===== src/rtl/wb_ram_arbiter.sv =====
// ---------------------------------------------------------------------------
// wb_ram_arbiter
//
// Two-port Wishbone B3 slave front-end that shares one single-port-read /
// single-port-write RAM (1-cycle registered read) between two masters.
// Round-robin arbitration, per-byte write enables, classic cycles and
// linear incrementing bursts with zero-bubble read pipelining.
//
// Ports
//   wb_clk_i, wb_rst_i          clock (rising edge), async active-high reset
//   wbs0_* / wbs1_*             Wishbone slave ports 0 and 1
//       adr_i[31:0]  byte address, word index = adr[AW+1:2]
//       dat_i[31:0]  write data       sel_i[3:0]  byte selects
//       we_i         write enable     cyc_i/stb_i cycle / strobe
//       cti_i[2:0]   cycle type       bte_i[1:0]  burst type (00 only)
//       dat_o[31:0]  read data        ack_o       acknowledge
//   ram_we[3:0]                 byte write enables to the RAM
//   ram_din[31:0]               RAM write data
//   ram_waddr[AW-1:0]           RAM write word address
//   ram_raddr[AW-1:0]           RAM read word address
//   ram_dout[31:0]              RAM read data, valid one cycle after raddr
// ---------------------------------------------------------------------------
module wb_ram_arbiter #(
    parameter int depth = 256
) (
    input  logic                       wb_clk_i,
    input  logic                       wb_rst_i,

    input  logic [31:0]                wbs0_adr_i,
    input  logic [31:0]                wbs0_dat_i,
    input  logic [3:0]                 wbs0_sel_i,
    input  logic                       wbs0_we_i,
    input  logic                       wbs0_cyc_i,
    input  logic                       wbs0_stb_i,
    input  logic [2:0]                 wbs0_cti_i,
    input  logic [1:0]                 wbs0_bte_i,
    output logic [31:0]                wbs0_dat_o,
    output logic                       wbs0_ack_o,

    input  logic [31:0]                wbs1_adr_i,
    input  logic [31:0]                wbs1_dat_i,
    input  logic [3:0]                 wbs1_sel_i,
    input  logic                       wbs1_we_i,
    input  logic                       wbs1_cyc_i,
    input  logic                       wbs1_stb_i,
    input  logic [2:0]                 wbs1_cti_i,
    input  logic [1:0]                 wbs1_bte_i,
    output logic [31:0]                wbs1_dat_o,
    output logic                       wbs1_ack_o,

    output logic [3:0]                 ram_we,
    output logic [31:0]                ram_din,
    output logic [$clog2(depth)-1:0]   ram_waddr,
    output logic [$clog2(depth)-1:0]   ram_raddr,
    input  logic [31:0]                ram_dout
);

    localparam int AW = $clog2(depth);

    localparam logic [2:0] CTI_INCR = 3'b010;
    localparam logic [1:0] BTE_LIN  = 2'b00;

    typedef enum logic {
        IDLE,
        ACC
    } state_t;

    state_t state, state_nxt;
    logic   gnt, gnt_nxt;     // granted port
    logic   rr, rr_nxt;       // port preferred on the next contention
    logic   ack, ack_nxt;     // registered acknowledge of the granted port

    // Word addresses; the byte-lane bits and everything above the RAM
    // depth are ignored, so addresses alias modulo the RAM size.
    logic [AW-1:0] word0, word1;
    assign word0 = wbs0_adr_i[AW+1:2];
    assign word1 = wbs1_adr_i[AW+1:2];

    logic unused_adr_bits;
    assign unused_adr_bits = ^{wbs0_adr_i[31:AW+2], wbs0_adr_i[1:0],
                               wbs1_adr_i[31:AW+2], wbs1_adr_i[1:0]};

    logic req0, req1, pick;
    assign req0 = wbs0_cyc_i & wbs0_stb_i;
    assign req1 = wbs1_cyc_i & wbs1_stb_i;

    // Port that IDLE would grant right now: the rr-preferred one on
    // contention, otherwise whichever is requesting.
    assign pick = (req0 && req1) ? rr : req1;

    // Granted-port view of the bus.
    logic [AW-1:0] g_word;
    logic [31:0]   g_dat;
    logic [3:0]    g_sel;
    logic          g_we, g_cyc, g_stb;
    logic [2:0]    g_cti;
    logic [1:0]    g_bte;

    // NOTE: every signal assigned in an always_comb gets a default at the top
    // (or on every branch); a path that leaves one unassigned infers a latch.
    always_comb begin
        if (gnt) begin
            g_word = word1;
            g_dat  = wbs1_dat_i;
            g_sel  = wbs1_sel_i;
            g_we   = wbs1_we_i;
            g_cyc  = wbs1_cyc_i;
            g_stb  = wbs1_stb_i;
            g_cti  = wbs1_cti_i;
            g_bte  = wbs1_bte_i;
        end else begin
            g_word = word0;
            g_dat  = wbs0_dat_i;
            g_sel  = wbs0_sel_i;
            g_we   = wbs0_we_i;
            g_cyc  = wbs0_cyc_i;
            g_stb  = wbs0_stb_i;
            g_cti  = wbs0_cti_i;
            g_bte  = wbs0_bte_i;
        end
    end

    // Only linear incrementing bursts keep ack high; other burst types
    // fall back to one ack per strobe.
    logic burst;
    assign burst = (g_cti == CTI_INCR) && (g_bte == BTE_LIN);

    // Next-state / next-ack logic.
    always_comb begin
        state_nxt = state;
        gnt_nxt   = gnt;
        rr_nxt    = rr;
        ack_nxt   = 1'b0;
        case (state)
            IDLE: begin
                if (req0 || req1) begin
                    gnt_nxt   = pick;
                    state_nxt = ACC;
                    if (req0 && req1)
                        rr_nxt = ~rr;
                end
            end
            ACC: begin
                if (!g_cyc)
                    state_nxt = IDLE;
                else if (!ack)
                    ack_nxt = g_stb;
                else
                    // Classic: one-cycle pulse. Burst: hold while strobed;
                    // cti=111 clears 'burst' so the last beat ends the ack.
                    ack_nxt = g_stb && burst;
            end
            default: state_nxt = IDLE;
        endcase
    end

    // NOTE: sequential state uses non-blocking assignments so every flop
    // samples the pre-edge value regardless of statement order.
    always_ff @(posedge wb_clk_i or posedge wb_rst_i) begin
        if (wb_rst_i) begin
            state <= IDLE;
            gnt   <= 1'b0;
            rr    <= 1'b0;
            ack   <= 1'b0;
        end else begin
            state <= state_nxt;
            gnt   <= gnt_nxt;
            rr    <= rr_nxt;
            ack   <= ack_nxt;
        end
    end

    // Read address: during an acked burst beat, look one word ahead so the
    // registered RAM output already holds the next beat's data.
    always_comb begin
        if (state == IDLE)
            ram_raddr = pick ? word1 : word0;
        else
            ram_raddr = g_word + {{(AW-1){1'b0}}, (ack && burst)};
    end

    // Writes commit on the edge that completes the handshake; since ack is a
    // flop cleared asynchronously, reset removes the enables immediately.
    assign ram_we    = g_sel & {4{g_cyc & g_stb & g_we & ack}};
    assign ram_din   = g_dat;
    assign ram_waddr = g_word;

    assign wbs0_ack_o = ack & ~gnt;
    assign wbs1_ack_o = ack &  gnt;

    // Read data is only meaningful alongside ack, so both ports can
    // observe the RAM output directly.
    assign wbs0_dat_o = ram_dout;
    assign wbs1_dat_o = ram_dout;

endmodule


===== config.mk =====
export PLATFORM = sky130hd
export DESIGN_NAME = wb_ram_arbiter
export DESIGN_NICKNAME = d
export VERILOG_FILES = /design/src/rtl/wb_ram_arbiter.sv
export SDC_FILE = /design/constraint.sdc
export NUM_CORES = 1
export LEC_CHECK = 0
export BUFFER_PORTS_ARGS = -buffer_cell sky130_fd_sc_hd__buf_2
export CAP_MARGIN = 20
export CORE_AREA = 2 2 116 118
export CTS_CLUSTER_SIZE = 28
export DETAILED_ROUTE_END_ITERATION = 8
export DIE_AREA = 0 0 118 120
export GPL_TIMING_DRIVEN = 0
export PLACE_DENSITY = 0.46
export SYNTH_ARGS = -nofsm -noshare
export SYNTH_HDL_FRONTEND = slang
export SYNTH_SLANG_ARGS = --single-unit

===== constraint.sdc =====
create_clock -name wb_clk_i -period 4.3 [get_ports wb_clk_i]
set_clock_uncertainty 0.15 [all_clocks]
set_input_delay 0.43 -clock wb_clk_i [delete_from_list [all_inputs] [get_ports wb_clk_i]]
set_output_delay 0.43 -clock wb_clk_i [all_outputs]
set_load 0.03 [all_outputs]

* Word-level counts from Yosys, hierarchy flattened
Cells that the tools add are included.
W data, S select, Z words.
** Word-level totals
- Register bits :: 4
- Bits of input ports :: 186
- Output and inout bits :: 118
** Cells by class
- $add $sub $neg :: 1
- Equality and inequality tests :: 1
- Multiplexer cells :: 17
- Bitwise gates (word level) :: 11
- Reductions and logical operators :: 8
** Operators by type and width (count)
- $mux W32 :: 1
- $mux W8 :: 3
- $mux W1 :: 9
- $add A8 B1 Y8 :: 1
- $and A1 B1 Y1 :: 7
- $and A4 B4 Y4 :: 1
- $logic_and A1 B1 Y1 :: 4
- $mux W4 :: 1
- $eq A3 B2 Y1 const B :: 1
- $mux W3 :: 1
- $not A1 Y1 :: 3
- $reduce_and A3 Y1 :: 1
- $logic_not A2 Y1 :: 1
- $mux W2 :: 1
- $pmux W1 S2 :: 1
- $reduce_and A2 Y1 :: 1
- $logic_or A1 B1 Y1 :: 1

* Logic depth before layout (Yosys ltp)
- Depth after elaboration :: 7
- Gate-level depth with buffers :: 10
- Depth with buffers taken out :: 10

* Worst setup path after synthesis
Ideal clock, no wire load.
- Path kind :: input to output
- From :: input wbs1_cti_i[0]
- To :: output ram_raddr[6]
- Arrival time :: 2748 ps
- Required time :: 3720 ps
- Path slack :: 972 ps
- Stages on the path :: 10
- Buffers on the path :: 0
- Cells stage by stage :: or4bb_2 > nor3_1 > a21oi_1 > nor2b_1 > ha_1 > ha_1 > nand4_1 > a211oi_1 > xnor2_1 > mux2i_1
** Between the ends
- Word-level cells in the longest chain between the ends :: 6
** Ends and longest elaborated chain
- from (decl) :: RTL line 46 : input logic [2:0] wbs1_cti_i,
- $mux W3 :: RTL line 102 : if (gnt) begin
- $eq A3 B2 Y1 :: RTL line 126 : assign burst = (g_cti == CTI_INCR) && (g_bte == BTE_LIN);
- $logic_and A1 B1 Y1 :: RTL line 126
- $logic_and A1 B1 Y1 :: RTL line 179 : ram_raddr = g_word + {{(AW-1){1'b0}}, (ack && burst)};
- $add A8 B1 Y8 :: RTL line 179
- $mux W8 :: RTL line 176 : if (state == IDLE)
- to (decl) :: RTL line 54 : output logic [$clog2(depth)-1:0] ram_raddr,
No other way between the ends.

* Final worst setup path
- From :: register gnt
- To :: output ram_raddr[6]
** Between the ends
- Word-level cells in the longest chain between the ends :: 6
- Elaborated cells on any way between the ends :: 9
- Those cells by class :: add/sub (1); eq/ne (1); mux (4); reduce/logical (3)
** Ends and longest elaborated chain
- from (decl) :: RTL line 69 : logic gnt, gnt_nxt;
- from (signal assigned) :: RTL line 167 : gnt <= gnt_nxt;
- $mux W3 or $mux W2 (tied branches) :: RTL line 102
- $eq A3 B2 Y1 or $logic_not A2 Y1 (tied branches) :: RTL line 126
- $logic_and A1 B1 Y1 :: RTL line 126
- $logic_and A1 B1 Y1 :: RTL line 179
- $add A8 B1 Y8 * :: RTL line 179
- $mux W8 * :: RTL line 176
Every way passes the cells marked *; elsewhere a longest branch is shown, timed or not.

==> results_dict.tcl <==
set metrics [dict create \
    status "finished clean" \
    grt_max_degree 11 \
    cts_inserted_buffers 3 \
    fp.dieH_um 120 \
    global_route_wire_length_before_repair_um 9940 \
    synth.ff_latch_count 4 \
    antennaDiodeCount 0 \
    ys_seq_area_share_pct 6.19 \
    post_layout_nonfiller_instances 599 \
    grt.overflow.total 0 \
    synth_simple_gate_area_share_pct 10.8 \
    critical-path-top-cell-by-count "ha_1" \
    min_path_type "register to register" \
    start_util_pct 12.5 \
    route.detailed.wl_per_inst_um 11.2 \
    synth_mux_area_share_pct 38.1 \
    die_width_um 118 \
    finalCriticalPeriod_ns 3.64 \
    cts_repair_resize_count 0 \
    setup_ws_ns 0.657 \
    synth_compound_gate_area_share_pct 5.88 \
    achievable-frequency_mhz 274 \
    wirelength_met1_um 2430 \
    firstDrtPassIters 4 \
    fin_nets 613 \
    finalPower_uw 1380 \
    number_of_rows_created_at_floorplan 42 \
    numPlacedInstances 595 \
    yosys.area_share.xor_xnor_pct 3.25 \
    max_cap_violations 0 \
    critPathMaxStageDelay_ns 0.55 \
    critical-path-slowest-cell "or4bb_2" \
    drt-vias-per-instance 3.63 \
    depth_of_the_cts_h_tree 1 \
    postRouteAntennaNets 0 \
    synthesis_warning_total 0 \
    io_pins 304 \
    setup-tns-final_ns 0 \
    ys_top_cells_by_area "buf_4 31%, mux2_2 25%, mux2i_1 13%" \
    number_of_antenna_violations_at_the_first_check_in_global_routing 0 \
    fp.coreArea_um2 13000 \
    dominantRegCellSynth "dfrtp_1" \
    drcViolationCount 0 \
    cts_sinks 4 \
    post_synth_inst_count 196 \
    cts_tree "done" \
    number_of_buffers_inserted_by_port_buffering 223 \
    syn-mean-instance-area_um2 8.25 \
    worst_slack_at_placement_ns 0.695 \
    fin_crit_sh_pct 84.7 \
    critPathMaxFanout 4 \
    max-clock-path-buffers 2 \
    via_count 2176 \
    synth_most_common_cell "buf_4" \
    post_synth_fa_ha_maj_area_fraction_pct 1.55 \
    filler_cell_count_in_the_final_layout 1456 \
    timing.critical_path.to_type "primary output" \
    worstSetupPathType "register to primary output" \
    dp_hpwl_um 6040 \
    synth_async_sr_flop_share_pct 100 \
    crit_path_cell_trace "or4bb_2 > nor3_1 > a21oi_1 > nor2b_1 > ha_1 > ha_1 > nand4_1 > a211oi_1 > xnor2_1 > mux2i_1 > buf_2" \
    post_synth_instance_area_um2 1620 \
    critical_path.startpoint_type "register" \
    worst-slew-pin-transition_ns 0.560 \
    timing.final.setup_violations 0 \
    worstPathRequired_ns 3.72 \
    grtUsageTotal_pct 8.74 \
    cts.clk_slew.worst_paths_ns 0.03 \
    number_of_hold_buffers_added_after_cts 1 \
    combinational_family_with_the_most_area_after_synthesis "multiplexers" \
    peak_vdd_ir_v 0.0000891 \
    post_route_cells_drive_above_1_share_pct 79.2 \
    timing.final.hold_violations 0 \
    final-max-slew-violation-count 0 \
    cellLeakagePower_uw 0.00176 \
    mappedNetlistNets 384 \
    post_synth_most_frequent_cells "66 x buf_4, 36 x mux2_2, 21 x mux2i_1" \
    p_per_area_nw_per_um2 455 \
    route.met2.wl_um 3440 \
    post_synth_num_cell_types 30 \
    area_fraction_of_the_dominant_cell_type_after_synthesis_pct 30.7 \
    place_congestion 0.733 \
    highest_layer "met4" \
    layout-area-overhead-vs-synth_pct 87.9 \
    synth_top_cell_by_area "buf_4" \
    insertion_delay_ns 0.22 \
    first_global_vias 2133 \
    synth_enable_flop_cells 0 \
    unrepaired_setup_endpoints_after_global_routing "no" \
    slew_headroom_pct 62.6 \
    route.met3.wl_um 793 \
    worstPathArrival_ns 3.06 \
    drtIter0Drc 76 \
    layout.core_utilization_pct 23.4 \
    route.final.wire_length_um 6730 \
    root_buffer "clkbuf_16" \
    postCtsSetupRepairBufs 0 \
    die_footprint_um2 14200 \
]
[cell families after synthesis]
group           Yosys count
compound gates           15
xor+xnor                  6
fa+ha+maj                 2
buf+inv                  78
flops                     4
mux                      57
simple gates             34
[registers in the layout, indices dropped and copies added, names as in the netlist]
signal	flops
ack	1
gnt	1
rr	1
state	1
[critical path, delay by kind of cell, from the launching register on]
family                   cells  cell delay, ns
buffers and inverters        1            0.22
multiplexers                 1            0.14
XOR/XNOR                     1            0.09
AO/OA/AOI/OAI                2            0.40
adder cells (fa/ha/maj)      2            0.50
flip-flops                   1            0.46
AND/OR/NAND/NOR              4            1.01
[routing by layer]
layer	GRT usage, %	up-vias
met2	17.3	177
met1	9.26	930
li1	-	1064
met3	1.76	5
met4	2.48	0
met5	0	-
[metrics by stage]
stage	hold slack, ns	instance area [um^2]
6_report	0.320	3040
3_5_place_dp	0.185	2950
4_1_cts	0.321	3040
2_1_floorplan	0.0461	1620
5_1_grt	0.351	3040
3_3_place_gp	0.177	2950
[path summary, 6_finish.rpt]
kind | start | to | slack, ns | cells after the start
max | gnt$_DFFE_PP0P_ | ram_raddr[6] | 0.66 | 11
min | rr$_DFFE_PP0P_ | rr$_DFFE_PP0P_ | 0.32 | 1
max reg2reg | gnt$_DFFE_PP0P_ | state$_DFF_PP0_ | 2.39 | 5
min reg2reg | rr$_DFFE_PP0P_ | rr$_DFFE_PP0P_ | 0.32 | 1
max in group asynchronous | wb_rst_i | state$_DFF_PP0_ | 3.35 | 3
min in group asynchronous | wb_rst_i | gnt$_DFFE_PP0P_ | 0.50 | 3
[cells in the final DEF (no fill, tap or decap), types with 2 or more instances in the layout]
cell type / count
buf_2: 227
buf_4: 66
mux2_2: 36
mux2i_1: 21
nand2_1: 11
nor2_1: 7
o21ai_0: 6
inv_1: 5
xnor2_1: 4
dfrtp_1: 4
a21oi_1: 3
nand3_1: 3
clkbuf_16: 3
clkbuf_1: 2
nor3_1: 2
xor2_1: 2
nand4b_1: 2
nand4_1: 2
nor2b_1: 2
nand2b_1: 2
ha_1: 2
[area by class of cell]
cell class / instances / area, um^2 / area share, %
Timing Repair Buffer: 224 / 1130 / 37.1
Multi-Input combinational cell: 114 / 963 / 31.7
Buffer: 73 / 534 / 17.6
Tap cell: 176 / 220 / 7.25
Sequential cell: 4 / 100 / 3.29
Clock buffer: 3 / 75.1 / 2.47
Inverter: 5 / 18.8 / 0.618
[power breakdown]
| group | total (uW) | leakage [uW] | switching [uW] | internal (uW) |
|---|---|---|---|---|
| logic | 1160 | 0.00167 | 720 | 444 |
| registers | 73.3 | 0.0000488 | 18.6 | 54.7 |
| clock network | 144 | 0.0000370 | 25.6 | 119 |
Power figures use the tool's default switching activity.
